--- src/rtl/logic_unit_arbiter_if.sv ---
// logic_unit_arbiter_if: two-requester operand/handshake bundle for the shared logic unit
interface logic_unit_arbiter_if #(parameter int WIDTH = 16);
    logic             req0;
    logic [1:0]       op0;
    logic [WIDTH-1:0] a0;
    logic [WIDTH-1:0] b0;
    logic             req1;
    logic [1:0]       op1;
    logic [WIDTH-1:0] a1;
    logic [WIDTH-1:0] b1;
    logic             gnt0;
    logic             gnt1;
    logic             busy;
    logic             done;
    logic             done_id;
    logic [WIDTH-1:0] result;
    logic             zero;
    modport slave (
        input  req0, op0, a0, b0, req1, op1, a1, b1,
        output gnt0, gnt1, busy, done, done_id, result, zero
    );
    modport master (
        output req0, op0, a0, b0, req1, op1, a1, b1,
        input  gnt0, gnt1, busy, done, done_id, result, zero
    );
endinterface

--- src/rtl/logic_unit_arbiter.sv ---
// logic_unit_arbiter: round-robin sharing of one bitwise NOT/AND/OR/XOR unit between two requesters
module logic_unit_arbiter #(parameter int WIDTH = 16) (
    input logic             clk,
    input logic             rst,
    logic_unit_arbiter_if.slave bus
);
    typedef enum logic [1:0] {IDLE = 2'b00, EXEC = 2'b01, DONE = 2'b10} state_t;
    logic [1:0]       state;
    state_t           nx;
    logic             last;
    logic             owner;
    logic             win;
    logic             any_req;
    logic [1:0]       op_q;
    logic [WIDTH-1:0] a_q;
    logic [WIDTH-1:0] b_q;
    logic [WIDTH-1:0] res;
    assign any_req  = bus.req0 | bus.req1;
    assign win      = bus.req1 & (~bus.req0 | ~last);
    assign res      = op_q == 2'b00 ? ~a_q : op_q == 2'b01 ? a_q & b_q : op_q == 2'b10 ? a_q | b_q : a_q ^ b_q;
    assign bus.busy = state != IDLE;
    // next state; the unused encoding falls back to IDLE
    always_comb begin
        nx = state == IDLE && any_req ? EXEC : state == EXEC ? DONE : IDLE;
    end
    // state, operand capture, grant/done pulses and registered result
    always_ff @(posedge clk or posedge rst) begin
        if (rst) begin
            state       <= IDLE;
            last        <= 1'b1;
            owner       <= 1'b0;
            op_q        <= '0;
            a_q         <= '0;
            b_q         <= '0;
            bus.gnt0    <= 1'b0;
            bus.gnt1    <= 1'b0;
            bus.done    <= 1'b0;
            bus.done_id <= 1'b0;
            bus.result  <= '0;
            bus.zero    <= 1'b0;
        end else begin
            state       <= nx;
            bus.gnt0    <= state == IDLE && any_req && !win;
            bus.gnt1    <= state == IDLE && win;
            bus.done    <= state == EXEC;
            bus.done_id <= state == EXEC ? owner : state == 2'b11 ? 1'b0 : bus.done_id;
            if (state == IDLE && any_req) begin
                owner <= win;
                op_q  <= win ? bus.op1 : bus.op0;
                a_q   <= win ? bus.a1 : bus.a0;
                b_q   <= win ? bus.b1 : bus.b0;
            end
            if (state == EXEC) begin
                bus.result <= res;
                bus.zero   <= res == '0;
            end
            if (state == DONE)
                last <= owner;
        end
    end
endmodule

--- src/flat_wrapper.sv ---
// flat-port wrapper written by rule: the top's interface ports become plain ports
module logic_unit_arbiter_flat 
#(parameter int WIDTH = 16)
  (clk, rst, bus_req0, bus_op0, bus_a0, bus_b0, bus_req1, bus_op1, bus_a1, bus_b1, bus_gnt0, bus_gnt1, bus_busy, bus_done, bus_done_id, bus_result, bus_zero);
  logic_unit_arbiter_if #(.WIDTH(WIDTH)) bus_i ();
  input logic clk;
  input logic rst;
  input wire logic [$bits(bus_i.req0)-1:0] bus_req0;
  input wire logic [$bits(bus_i.op0)-1:0] bus_op0;
  input wire logic [$bits(bus_i.a0)-1:0] bus_a0;
  input wire logic [$bits(bus_i.b0)-1:0] bus_b0;
  input wire logic [$bits(bus_i.req1)-1:0] bus_req1;
  input wire logic [$bits(bus_i.op1)-1:0] bus_op1;
  input wire logic [$bits(bus_i.a1)-1:0] bus_a1;
  input wire logic [$bits(bus_i.b1)-1:0] bus_b1;
  output wire logic [$bits(bus_i.gnt0)-1:0] bus_gnt0;
  output wire logic [$bits(bus_i.gnt1)-1:0] bus_gnt1;
  output wire logic [$bits(bus_i.busy)-1:0] bus_busy;
  output wire logic [$bits(bus_i.done)-1:0] bus_done;
  output wire logic [$bits(bus_i.done_id)-1:0] bus_done_id;
  output wire logic [$bits(bus_i.result)-1:0] bus_result;
  output wire logic [$bits(bus_i.zero)-1:0] bus_zero;
  assign bus_i.req0 = bus_req0;
  assign bus_i.op0 = bus_op0;
  assign bus_i.a0 = bus_a0;
  assign bus_i.b0 = bus_b0;
  assign bus_i.req1 = bus_req1;
  assign bus_i.op1 = bus_op1;
  assign bus_i.a1 = bus_a1;
  assign bus_i.b1 = bus_b1;
  assign bus_gnt0 = bus_i.gnt0;
  assign bus_gnt1 = bus_i.gnt1;
  assign bus_busy = bus_i.busy;
  assign bus_done = bus_i.done;
  assign bus_done_id = bus_i.done_id;
  assign bus_result = bus_i.result;
  assign bus_zero = bus_i.zero;
  logic_unit_arbiter #(.WIDTH(WIDTH)) u_core (.clk(clk), .rst(rst), .bus(bus_i));
endmodule
--- config.mk ---
export PLATFORM = sky130hd
export DESIGN_NAME = logic_unit_arbiter_flat
export DESIGN_NICKNAME = d
export VERILOG_FILES = /design/src/rtl/logic_unit_arbiter_if.sv /design/src/rtl/logic_unit_arbiter.sv /design/src/flat_wrapper.sv
export SDC_FILE = /design/constraint.sdc
export NUM_CORES = 1
export LEC_CHECK = 0
export CAP_MARGIN = 10
export CORE_MARGIN = 4
export CORE_UTILIZATION = 52
export DETAILED_ROUTE_END_ITERATION = 10
export PLACE_DENSITY_LB_ADDON = 0.3
export SYNTH_ARGS = -nofsm -noshare
export SYNTH_HDL_FRONTEND = slang
export SYNTH_SLANG_ARGS = --single-unit
--- constraint.sdc ---
create_clock -name clk -period 3.17 [get_ports clk]
set_clock_uncertainty 0.2 [all_clocks]
set_input_delay 0.4755 -clock clk [delete_from_list [all_inputs] [get_ports clk]]
set_output_delay 0.4755 -clock clk [all_outputs]
set_load 0.02 [all_outputs]
# Word level (Yosys, flattened, before mapping)
# Index checks and enable logic that the tools add are counted.
totals:
  wordCells: 45
  in_bits: 72
  ff_bits: 59
classes:
  bitwise_logic: 9
  reduce_logical: 9
  n_eq_ne: 5
  muxes: 10
op_table:
  columns: ["op", "count"]
  rows:
  - ["two-way mux 16 bit", 5]
  - ["AND 16 bit", 1]
  - ["logical NOT 16 bit", 1]
  - ["NOT 16 bit", 1]
  - ["bitwise OR 16 bit", 1]
  - ["bitwise XOR 16 bit", 1]
  - ["== test 2 bit, second input constant", 3]
  - ["two-way mux 2 bit", 3]
  - ["== test 2 x 1 -> 1 bit, second input constant", 2]
  - ["logical NOT 2 bit", 2]
  - ["nonzero test 2 bit", 2]
  - ["logical AND 1 bit", 3]
  - ["two-way mux 1 bit", 2]
  - ["NOT 1 bit", 2]
  - ["bitwise OR 1 bit", 2]
  - ["AND 1 bit", 1]
  - ["logical NOT 1 bit", 1]

# Longest topological paths before layout
# Gate-level depths: netlist of the first run.
logic_depth:
  word_depth: 5
  ltp_mapped: 6

# Worst setup path before layout of the first run
# OpenSTA, ideal clock, no wires.
synth_timing:
  path_type: "register to register"
  from: "reg, netlist name u_core.bus.done"
  to: "reg u_core.bus.zero"
  arrival_time_ps: 1570
  n_path_buf: 1
  slack_ps: 1296
  required_time_ps: 2867
  period_less_slack_ps: 1874
  stages_incl_launch_ff: 6
  setup_ps: 103
  path_cell_list: "dfrtp_1 > nand2b_1 > buf_6 > a2111oi_4 > o2111ai_1 > o41ai_2"
synth_rtl:
  columns: ["item", "line", "text"]
  rows:
  - ["end signal: assignment", "logic_unit_arbiter.sv:40", "bus.zero <= 1'b0;"]
  - ["end signal: assignment", "logic_unit_arbiter.sv:55", "bus.zero <= res == '0;"]
  - ["end: declaration", "logic_unit_arbiter_if.sv:20", "output gnt0, gnt1, busy, done, done_id, result, zero"]

# Worst setup path after layout of the first run
layout_timing:
  from: "reg u_core.op_q[0]"
  to: "reg u_core.bus.zero"
layout_via:
  elab_chain_len: 5
layout_lines:
  columns: ["item", "line", "text"]
  rows:
  - ["start: declaration", "logic_unit_arbiter.sv:14", "logic [1:0] op_q;"]
  - ["start signal: assignment", "logic_unit_arbiter.sv:49", "op_q <= win ? bus.op1 : bus.op0;"]
  - ["== test 2 bit", "logic_unit_arbiter.sv:20", "assign res = op_q == 2'b00 ? ~a_q : op_q == 2'b01 ? a_q & b_q : op_q == 2'b10 ? a_q | b_q : a_q ^ b_q;"]
  - ["two-way mux 16 bit (2 in a row)", "logic_unit_arbiter.sv:20", null]
  - ["two-way mux 16 bit *", "logic_unit_arbiter.sv:20", null]
  - ["logical NOT 16 bit *", "logic_unit_arbiter.sv:55", null]
# Every way passes the cells marked *; elsewhere a longest branch is shown, timed or not.
# A chain may end at the register's enable or synchronous reset.

==> impl_metrics.py, run 1 <==
metrics = {
    "status": {
        "outcome": "finished clean",
    },
    "synth": {
        "ys.flop_type": "dfrtp_1",
        "synthTopCellsByArea": "dfrtp_1, ha_1, mux4_2",
        "syn_area_per_cell_um2": 10.27,
        "synth_edf_count": 0,
        "synth_top_area_cell": "dfrtp_1",
        "syn-num-nets": 445,
        "synthDistinctLibCells": 32,
        "synth_top_area_share_pct": 40.73,
        "ys_warn_count": 0,
        "syn_area_um2": 3502,
        "async_flop_share_pct": 100.0,
        "synth-seq-area-share_pct": 41.48,
        "yosys.cell_count.top_type": "inv_1",
        "ys_top_cells_by_count": "inv_1, dfrtp_1, nor2_1, ha_1",
        "ys_ff_latch": 58,
        "syn_inst": 341,
    },
    "sta": {
        "rsz0062_at_grt": "false",
        "tightest_slew_ps": 925.6,
        "period_needed_ps": 2369,
        "relSlewSlack_pct": 38.29,
        "fmax_mhz": 422.1,
        "finalCritPeriodShare_pct": 74.73,
        "slew_violations": 0,
        "fin_tns_setup_ps": 0,
        "hold_violations": 0,
        "setup_viol": 0,
    },
    "clock_tree": {
        "postCtsHoldBufs": 0,
        "numCtsBuffers": 9,
        "cts_sinks": 58,
        "clockRootBuffer": "clkbuf_8",
        "cts_tree": "built",
        "clk_pin_slew_ps": 60,
        "clockBufferDepth": 2,
        "clock_latency_ps": 330,
        "cts_setup_buffers": 0,
        "ctsResizeCount": 0,
        "htreeDepth": 3,
    },
    "floorplan": {
        "die_area_um2": 8112,
        "start_util_pct": 54.22,
        "die_h_um": 90.07,
        "die_x_um": 90.07,
        "core_um2": 6459,
        "rows": 29,
        "io_pins": 94,
    },
    "placement": {
        "io_buffers": 93,
        "dp_hpwl_um": 5771,
        "place_area_um2": 4473,
        "gp_congestion": 0.7864,
    },
    "power_and_ir_drop": {
        "power.leakage_nw": 2.234,
        "vdd_ir_drop_max_mv": 0.4414,
        "power_density_nw_per_um2": 927.7,
    },
    "worst_setup_path": {
        "reg2reg_from": "u_core.op_q[0]",
        "critPathLaunch": "u_core.op_q[0]",
        "r2r_cells": 4,
        "regToRegSetupSlack_ps": 800,
        "start_kind": "register",
        "r2r_end": "u_core.bus.zero",
        "cp.required_ps": 3200,
        "arrival_ps": 2400,
        "critPathMaxFanout": 20,
        "endpoint": "u_core.bus.zero",
        "critPathCaptureType": "register",
        "path_class": "register to register",
    },
    "route": {
        "vias_per_cell": 5.211,
        "routed_wl_um": 7470,
        "postRouteAntennaNets": 0,
        "avgRoutedWirePerCell_um": 14.56,
        "drc_errors": 0,
        "drt_iter0_drc": 93,
        "num_vias": 2673,
        "dr.pass1.iters": 4,
    },
    "grt": {
        "groute.usage.overall_pct": 19.69,
        "grt_pass1_wl_um": 12600,
        "grt_max_degree": 65,
        "antenna_found_initial": 0,
        "overflow": 0,
        "grt_pass1_vias": 2732,
    },
    "hold_path": {
        "hp-class": "register to register",
    },
    "final_layout": {
        "fin_nets": 536,
        "antenna_cells": 0,
        "area_growth_syn_to_layout_pct": 32.58,
        "drive_gt1_share_pct": 9.633,
        "design_area_um2": 4643,
    },
    "run": {
        "cap_viol_max_count": 0,
    },
}
-- registers in the layout, summed over array words and instances, names as in the netlist, 2 cells and up --
register           flops
u_core.a_q            16
u_core.b_q            16
u_core.bus.result     16
u_core.op_q            2
-- power by group --
| part | total, mW | leakage [nW] | internal (mW) | switching, mW |
|---|---|---|---|---|
| Clock | 0.597 | 0.0920 | 0.318 | 0.279 |
| Combinational | 2.24 | 1.47 | 1.09 | 1.14 |
| Sequential | 1.47 | 0.676 | 1.11 | 0.366 |
-- critical path: stages, from the launching register on --
cell       delay, ps
dfrtp_1          950
nor2_1           190
a2111oi_4        360
o2111ai_1        210
o41ai_2          360
-- cells by family after synthesis --
group / after synthesis / share of synthesized area (%)
buffers and inverters: 84 / 10.11
AO/OA/AOI/OAI: 61 / 10.97
AND/OR/NAND/NOR: 61 / 7.539
flip-flops: 58 / 41.48
multiplexers: 45 / 18.47
adder cells (fa/ha/maj): 32 / 11.43
-- through the flow --
stage | setup WS [ps] | hold slack [ps] | power, mW | cells | utilization [%]
floorplan | 1068 | 277.7 | 2.998 | 341 | -
global route | 636.7 | 298.9 | 4.704 | 513 | 71.89
global placement | 784.4 | 261.7 | 3.578 | 498 | 69.26
finish | 801.1 | 278.2 | 4.308 | 513 | 71.89
CTS | 776.8 | 284.0 | 4.354 | 513 | 71.89
detailed placement | 759.1 | 270.2 | 3.746 | 498 | 69.26
-- cell usage in the layout (no fill, tap or decap), drive strengths merged, types with 2 or more instances in the layout --
cell           instances
mux2i                 29
clkbuf                12
buf                    5
clkinv                 3
nor3                   2
nand2b                 2
clkdlybuf4s50         93
dfrtp                 57
o21ai                 22
a22oi                  5
ha                    32
a2111oi                2
nor2                  34
nand2                 16
mux4                  15
nand4                  3
a21oi                 29
inv                   66
-- area by class of cell --
cell class                      count  area, µm²
Inverter                           66      247.7
Clock buffer                       12      155.1
Timing Repair Buffer               98      968.4
Fill cell                         500       1815
Tap cell                           77      96.34
Clock inverter                      3      15.01
Sequential cell                    58       1453
Multi-Input combinational cell    199       1708
-- metal layers --
layer,routed length (µm),track usage (%)
met5,0,0
met4,206,10.97
met3,354,4.341
met2,3677,32.42
met1,3231,24.00
-- worst min path at each step --
stage,from,end,cells past startpoint
2_1_floorplan,u_core.state[0],u_core.bus.done_id,1
3_3_place_gp,u_core.bus.result[14],u_core.bus.result[14],2
3_5_place_dp,u_core.bus.result[10],u_core.bus.result[10],2
4_1_cts,u_core.bus.result[10],u_core.bus.result[10],2
5_1_grt,u_core.bus.result[10],u_core.bus.result[10],2
6_report,u_core.bus.result[10],u_core.bus.result[10],2
(Power assumes the default switching activity.)
==> run 2, diff against run 1 <==
CORE_UTILIZATION = 44   (was 52)
clock period = 2 ns   (was 3.17 ns; I/O delays follow)
==> run 2 against run 1 <==
Against the previous run:
- wire length is 6.0% higher
- power is 73% higher
- count of clock-buffer cells in the layout stayed put
==> impl_metrics.py, run 2 (synthesis gave the netlist of run 1 again) <==
metrics = {
    "final_layout": {
        "design_area_um2": 4961,
        "area_growth_syn_to_layout_pct": 41.66,
        "final_cell_mix": "clkdlybuf4s50_1, inv_1, dfrtp_1, nor2_1, ha_1",
        "final_util_pct": 64.20,
        "reg.largest.list": "u_core.a_q (16), u_core.b_q (16), u_core.bus.result (16)",
        "drive_gt1_share_pct": 14.44,
        "antenna_cells": 0,
        "final_common_cell": "clkdlybuf4s50_1",
        "fin_cells": 559,
        "fin_nets": 556,
    },
    "route": {
        "num_vias": 2769,
        "postRouteAntennaNets": 0,
        "avgRoutedWirePerCell_um": 14.16,
        "drc_errors": 0,
        "vias_per_cell": 4.953,
        "drt_iter0_drc": 99,
        "dr.pass1.iters": 4,
        "routed_wl_um": 7916,
    },
    "power_and_ir_drop": {
        "power_density_nw_per_um2": 1506,
        "vdd_ir_drop_max_mv": 0.5804,
        "power.leakage_nw": 2.379,
    },
    "floorplan": {
        "io_pins": 94,
        "core_um2": 7727,
        "die_area_um2": 9451,
        "die_h_um": 97.22,
        "die_x_um": 97.22,
        "rows": 32,
        "start_util_pct": 45.32,
    },
    "placement": {
        "placed_cells": 540,
        "gp_congestion": 0.7617,
        "dp_hpwl_um": 6030,
        "io_buffers": 93,
        "place_area_um2": 4695,
    },
    "clock_tree": {
        "cts_tree": "built",
        "cts_sinks": 58,
        "numCtsBuffers": 9,
        "htreeDepth": 3,
        "clk_pin_slew_ps": 70,
        "postCtsHoldBufs": 0,
        "clockRootBuffer": "clkbuf_8",
        "clock_latency_ps": 340,
        "clockBufferDepth": 2,
    },
    "sta": {
        "tightest_slew_ps": 439.8,
        "slew_violations": 0,
        "fin_tns_setup_ps": 0,
        "period_needed_ps": 1943,
        "fin_hold_ws_ps": 137.3,
        "fmax_mhz": 514.7,
        "finalCritPeriodShare_pct": 97.14,
        "setup_viol": 0,
        "hold_violations": 0,
        "relSlewSlack_pct": 70.68,
        "rsz0062_at_grt": "false",
    },
    "status": {
        "outcome": "finished clean",
    },
    "worst_setup_path": {
        "cp.required_ps": 1500,
        "arrival_ps": 1440,
        "critPathMaxFanout": 5,
        "start_kind": "register",
        "path_class": "register to output pin",
        "critPathCaptureType": "output pin",
    },
    "grt": {
        "busiest_layer": "met2",
        "antenna_found_initial": 0,
        "groute.usage.overall_pct": 17.36,
        "grt_pass1_vias": 2809,
        "met1_usage_pct": 21.23,
        "use_met2_pct": 30.15,
        "use_met3_pct": 2.800,
        "grt_max_degree": 59,
        "grt_pass1_wl_um": 13090,
        "overflow": 0,
    },
    "run": {
        "cap_viol_max_count": 0,
    },
    "hold_path": {
        "hp-class": "input port to async pin",
    },
}
## run 2: cell count changes in the layout (fill, tap and decap cells not counted), moves of 2 or more
cell       change
buf_4         +15
buf_12         +5
bufinv_16      +2
clkinv_2       -2
## run 2: layout make-up
cell class / instances / area [µm²]
Sequential cell: 58 / 1454
Clock buffer: 12 / 165.2
Tap cell: 102 / 127.6
Clock inverter: 4 / 72.57
Timing Repair Buffer: 118 / 1180
Inverter: 66 / 247.7
Fill cell: 617 / 2766
Multi-Input combinational cell: 199 / 1714
## run 2: what timing repair did
item | in CTS | in global routing
buffers inserted | 2 | 1
pin swaps | 1 | 2
resized for setup | 2 | 1
endpoints found under the setup margin | 2 | 1
cloned | 0 | 0
endpoints found under the hold margin | 0 | 0
## run 2: power breakdown
| group | internal, mW | total, mW | switching, mW |
|---|---|---|---|
| clock network | 0.801 | 1.27 | 0.470 |
| registers | 1.76 | 2.26 | 0.500 |
| logic | 1.96 | 3.94 | 1.98 |
## run 2: metrics by stage
stage	total power [mW]	worst slack, ps
2_1_floorplan	4.752	73.67
3_3_place_gp	5.947	-53.33
3_5_place_dp	6.167	-59.11
4_1_cts	7.518	37.52
5_1_grt	8.072	22.82
6_report	7.469	57.14
## run 2: final timing paths
kind | slack [ps] | startpoint | depth (start not counted) | endpoint
max | 60 | u_core.bus.done | 2 | bus_busy
min | 140 | rst | 3 | u_core.bus.gnt1
max reg2reg | 120 | u_core.op_q[0] | 4 | u_core.bus.zero
min reg2reg | 280 | u_core.bus.result[8] | 2 | u_core.bus.result[8]
max in group asynchronous | 1170 | rst | 3 | u_core.last
min in group clk | 280 | u_core.bus.result[8] | 2 | u_core.bus.result[8]
## run 2: critical path, cell delays in order (launching register included)
cell and delay, ps:
dfrtp_1 410, or2_1 340, dlygate4sd2_1 360
## run 2: routing by layer
layer / vias up / share of wire (%)
met3: 13 / 5.7
met5: - / 0
met4: 0 / 2.1
li1: 1361 / -
met1: 1315 / 41
met2: 80 / 51
==> run 3, diff against run 2 <==
CORE_MARGIN = 2   (was 4)
==> run 3 against run 2 <==
Against the previous run:
- non-clock buffer count decreased by 2
- critical path depth unchanged
- utilization decreased by 0.84 points
- clock power decreased by 17%
- first-iteration DRC count increased by 59%
- critical endpoint unchanged
- worst setup slack improved by 22 ps
==> impl_metrics.py, run 3 (synthesis gave the netlist of run 1 again) <==
metrics = {
    "status": {
        "outcome": "finished clean",
    },
    "worst_setup_path": {
        "critPathMaxFanout": 5,
        "arrival_ps": 1420,
        "cp.required_ps": 1500,
        "start_kind": "register",
        "path_class": "register to output pin",
        "critPathCaptureType": "output pin",
    },
    "power_and_ir_drop": {
        "vdd_ir_drop_max_mv": 0.5859,
        "power.leakage_nw": 2.339,
        "power_density_nw_per_um2": 1466,
        "p_switching_mw": 2.926,
        "combPwrFrac_pct": 54.1,
        "seqPwrFrac_pct": 31.1,
        "clkPwrFrac_pct": 14.8,
        "p_int_mw": 4.253,
        "power_mw": 7.179,
        "swShare_pct": 40.76,
    },
    "route": {
        "postRouteAntennaNets": 0,
        "routed_wl_um": 7671,
        "num_vias": 2694,
        "drt_iter0_drc": 157,
        "avgRoutedWirePerCell_um": 13.77,
        "dr.pass1.iters": 4,
        "vias_per_cell": 4.837,
        "drc_errors": 0,
    },
    "clock_tree": {
        "clk_pin_slew_ps": 70,
        "clock_latency_ps": 340,
        "clockRootBuffer": "clkbuf_8",
        "htreeDepth": 3,
        "postCtsHoldBufs": 0,
        "cts_sinks": 58,
        "numCtsBuffers": 9,
        "cts_tree": "built",
        "clockBufferDepth": 2,
    },
    "sta": {
        "fmax_mhz": 520.5,
        "tightest_slew_ps": 409.5,
        "fin_ws_ps": 78.79,
        "period_needed_ps": 1921,
        "rsz0062_at_grt": "false",
        "fin_hold_ws_ps": 123.6,
        "fin_tns_setup_ps": 0,
        "slew_violations": 0,
        "setup_viol": 0,
        "finalCritPeriodShare_pct": 96.06,
        "relSlewSlack_pct": 72.55,
        "hold_violations": 0,
    },
    "final_layout": {
        "final_cell_mix": "clkdlybuf4s50_1, inv_1, dfrtp_1, nor2_1, ha_1",
        "fin_nets": 554,
        "final_common_cell": "clkdlybuf4s50_1",
        "fillers": 626,
        "design_area_um2": 4896,
        "reg.largest.list": "u_core.a_q (16), u_core.b_q (16), u_core.bus.result (16)",
        "antenna_cells": 0,
        "area_growth_syn_to_layout_pct": 39.80,
        "drive_gt1_share_pct": 13.85,
    },
    "floorplan": {
        "core_um2": 7727,
        "rows": 32,
        "die_h_um": 93.22,
        "die_x_um": 93.22,
        "start_util_pct": 45.32,
        "die_area_um2": 8689,
        "io_pins": 94,
    },
    "run": {
        "cap_viol_max_count": 0,
    },
    "hold_path": {
        "hp-class": "input port to async pin",
    },
    "grt": {
        "grt_max_degree": 59,
        "antenna_found_initial": 0,
        "grt_pass1_vias": 2756,
        "groute.usage.overall_pct": 19.37,
        "overflow": 0,
        "grt_pass1_wl_um": 12790,
    },
    "placement": {
        "place_area_um2": 4679,
        "gp_congestion": 0.7864,
        "dp_worst_setup_slack_ps": -31.37,
        "dp_hpwl_um": 5803,
        "io_buffers": 93,
    },
}
## run 3: cell types whose count changed in the layout (fill, tap and decap cells not counted)
cell        change
clkinvlp_4      +3
clkbuf_8        -3
clkinv_2        +1
o2111ai_2       -1
o2111ai_1       +1
bufinv_16       -1
buf_4           -2
## run 3: power by group through the flow
stage | registers (mW) | clock network, mW | logic [mW]
finish | 2.23 | 1.06 | 3.88
global route | 2.33 | 1.14 | 4.35
CTS | 2.23 | 1.07 | 3.91
detailed placement | 2.26 | 0 | 3.86
global placement | 2.22 | 0 | 3.69
floorplan | 2.35 | 0 | 2.40
## run 3: cell type report
| cell class | count | area [µm²] | area share [%] |
|---|---|---|---|
| flip-flops and latches | 58 | 1454 | 29.70 |
| well taps | 102 | 127.6 | 2.607 |
| clock buffers | 9 | 123.9 | 2.530 |
| inverters | 66 | 247.7 | 5.060 |
| multi-input cells | 199 | 1708 | 34.88 |
| clock inverters | 7 | 70.07 | 1.431 |
| repair buffers | 116 | 1165 | 23.79 |
## run 3: path summary, 6_finish.rpt
path,from,to,slack [ps],cells after the start
max,u_core.bus.done,bus_busy,80,2
min,rst,u_core.bus.gnt1,120,3
max reg2reg,u_core.op_q[1],u_core.bus.zero,170,4
min reg2reg,u_core.bus.result[3],u_core.bus.result[3],280,2
max in group asynchronous,rst,u_core.last,1190,3
min in group clk,u_core.bus.result[3],u_core.bus.result[3],280,2
## run 3: critical path, cell delays in order (launching register included)
cell	delay, ps
dfrtp_1	400
or2_1	330
dlygate4sd2_1	360
## run 3: per-stage QoR
stage	utilization, %	instances
after floorplan	-	341
after global placement	60.56	538
after detailed placement	60.56	538
after CTS	63.24	556
after global routing	63.36	557
final	63.36	557
## run 3: per-layer routing
| layer | part of all wire (%) | GRT usage, % |
|---|---|---|
| met1 | 44 | 24.51 |
| met2 | 50 | 32.97 |
| met3 | 4.1 | 4.190 |
| met4 | 1.5 | 6.618 |
| met5 | 0 | 0 |
## run 3: what timing repair did
| action | CTS | global route |
|---|---|---|
| hold endpoints to repair | 0 | 0 |
| pin swaps | 0 | 2 |
| gates resized for setup | 1 | 1 |
| endpoints found under the setup margin | 2 | 1 |
| buffers inserted | 2 | 1 |
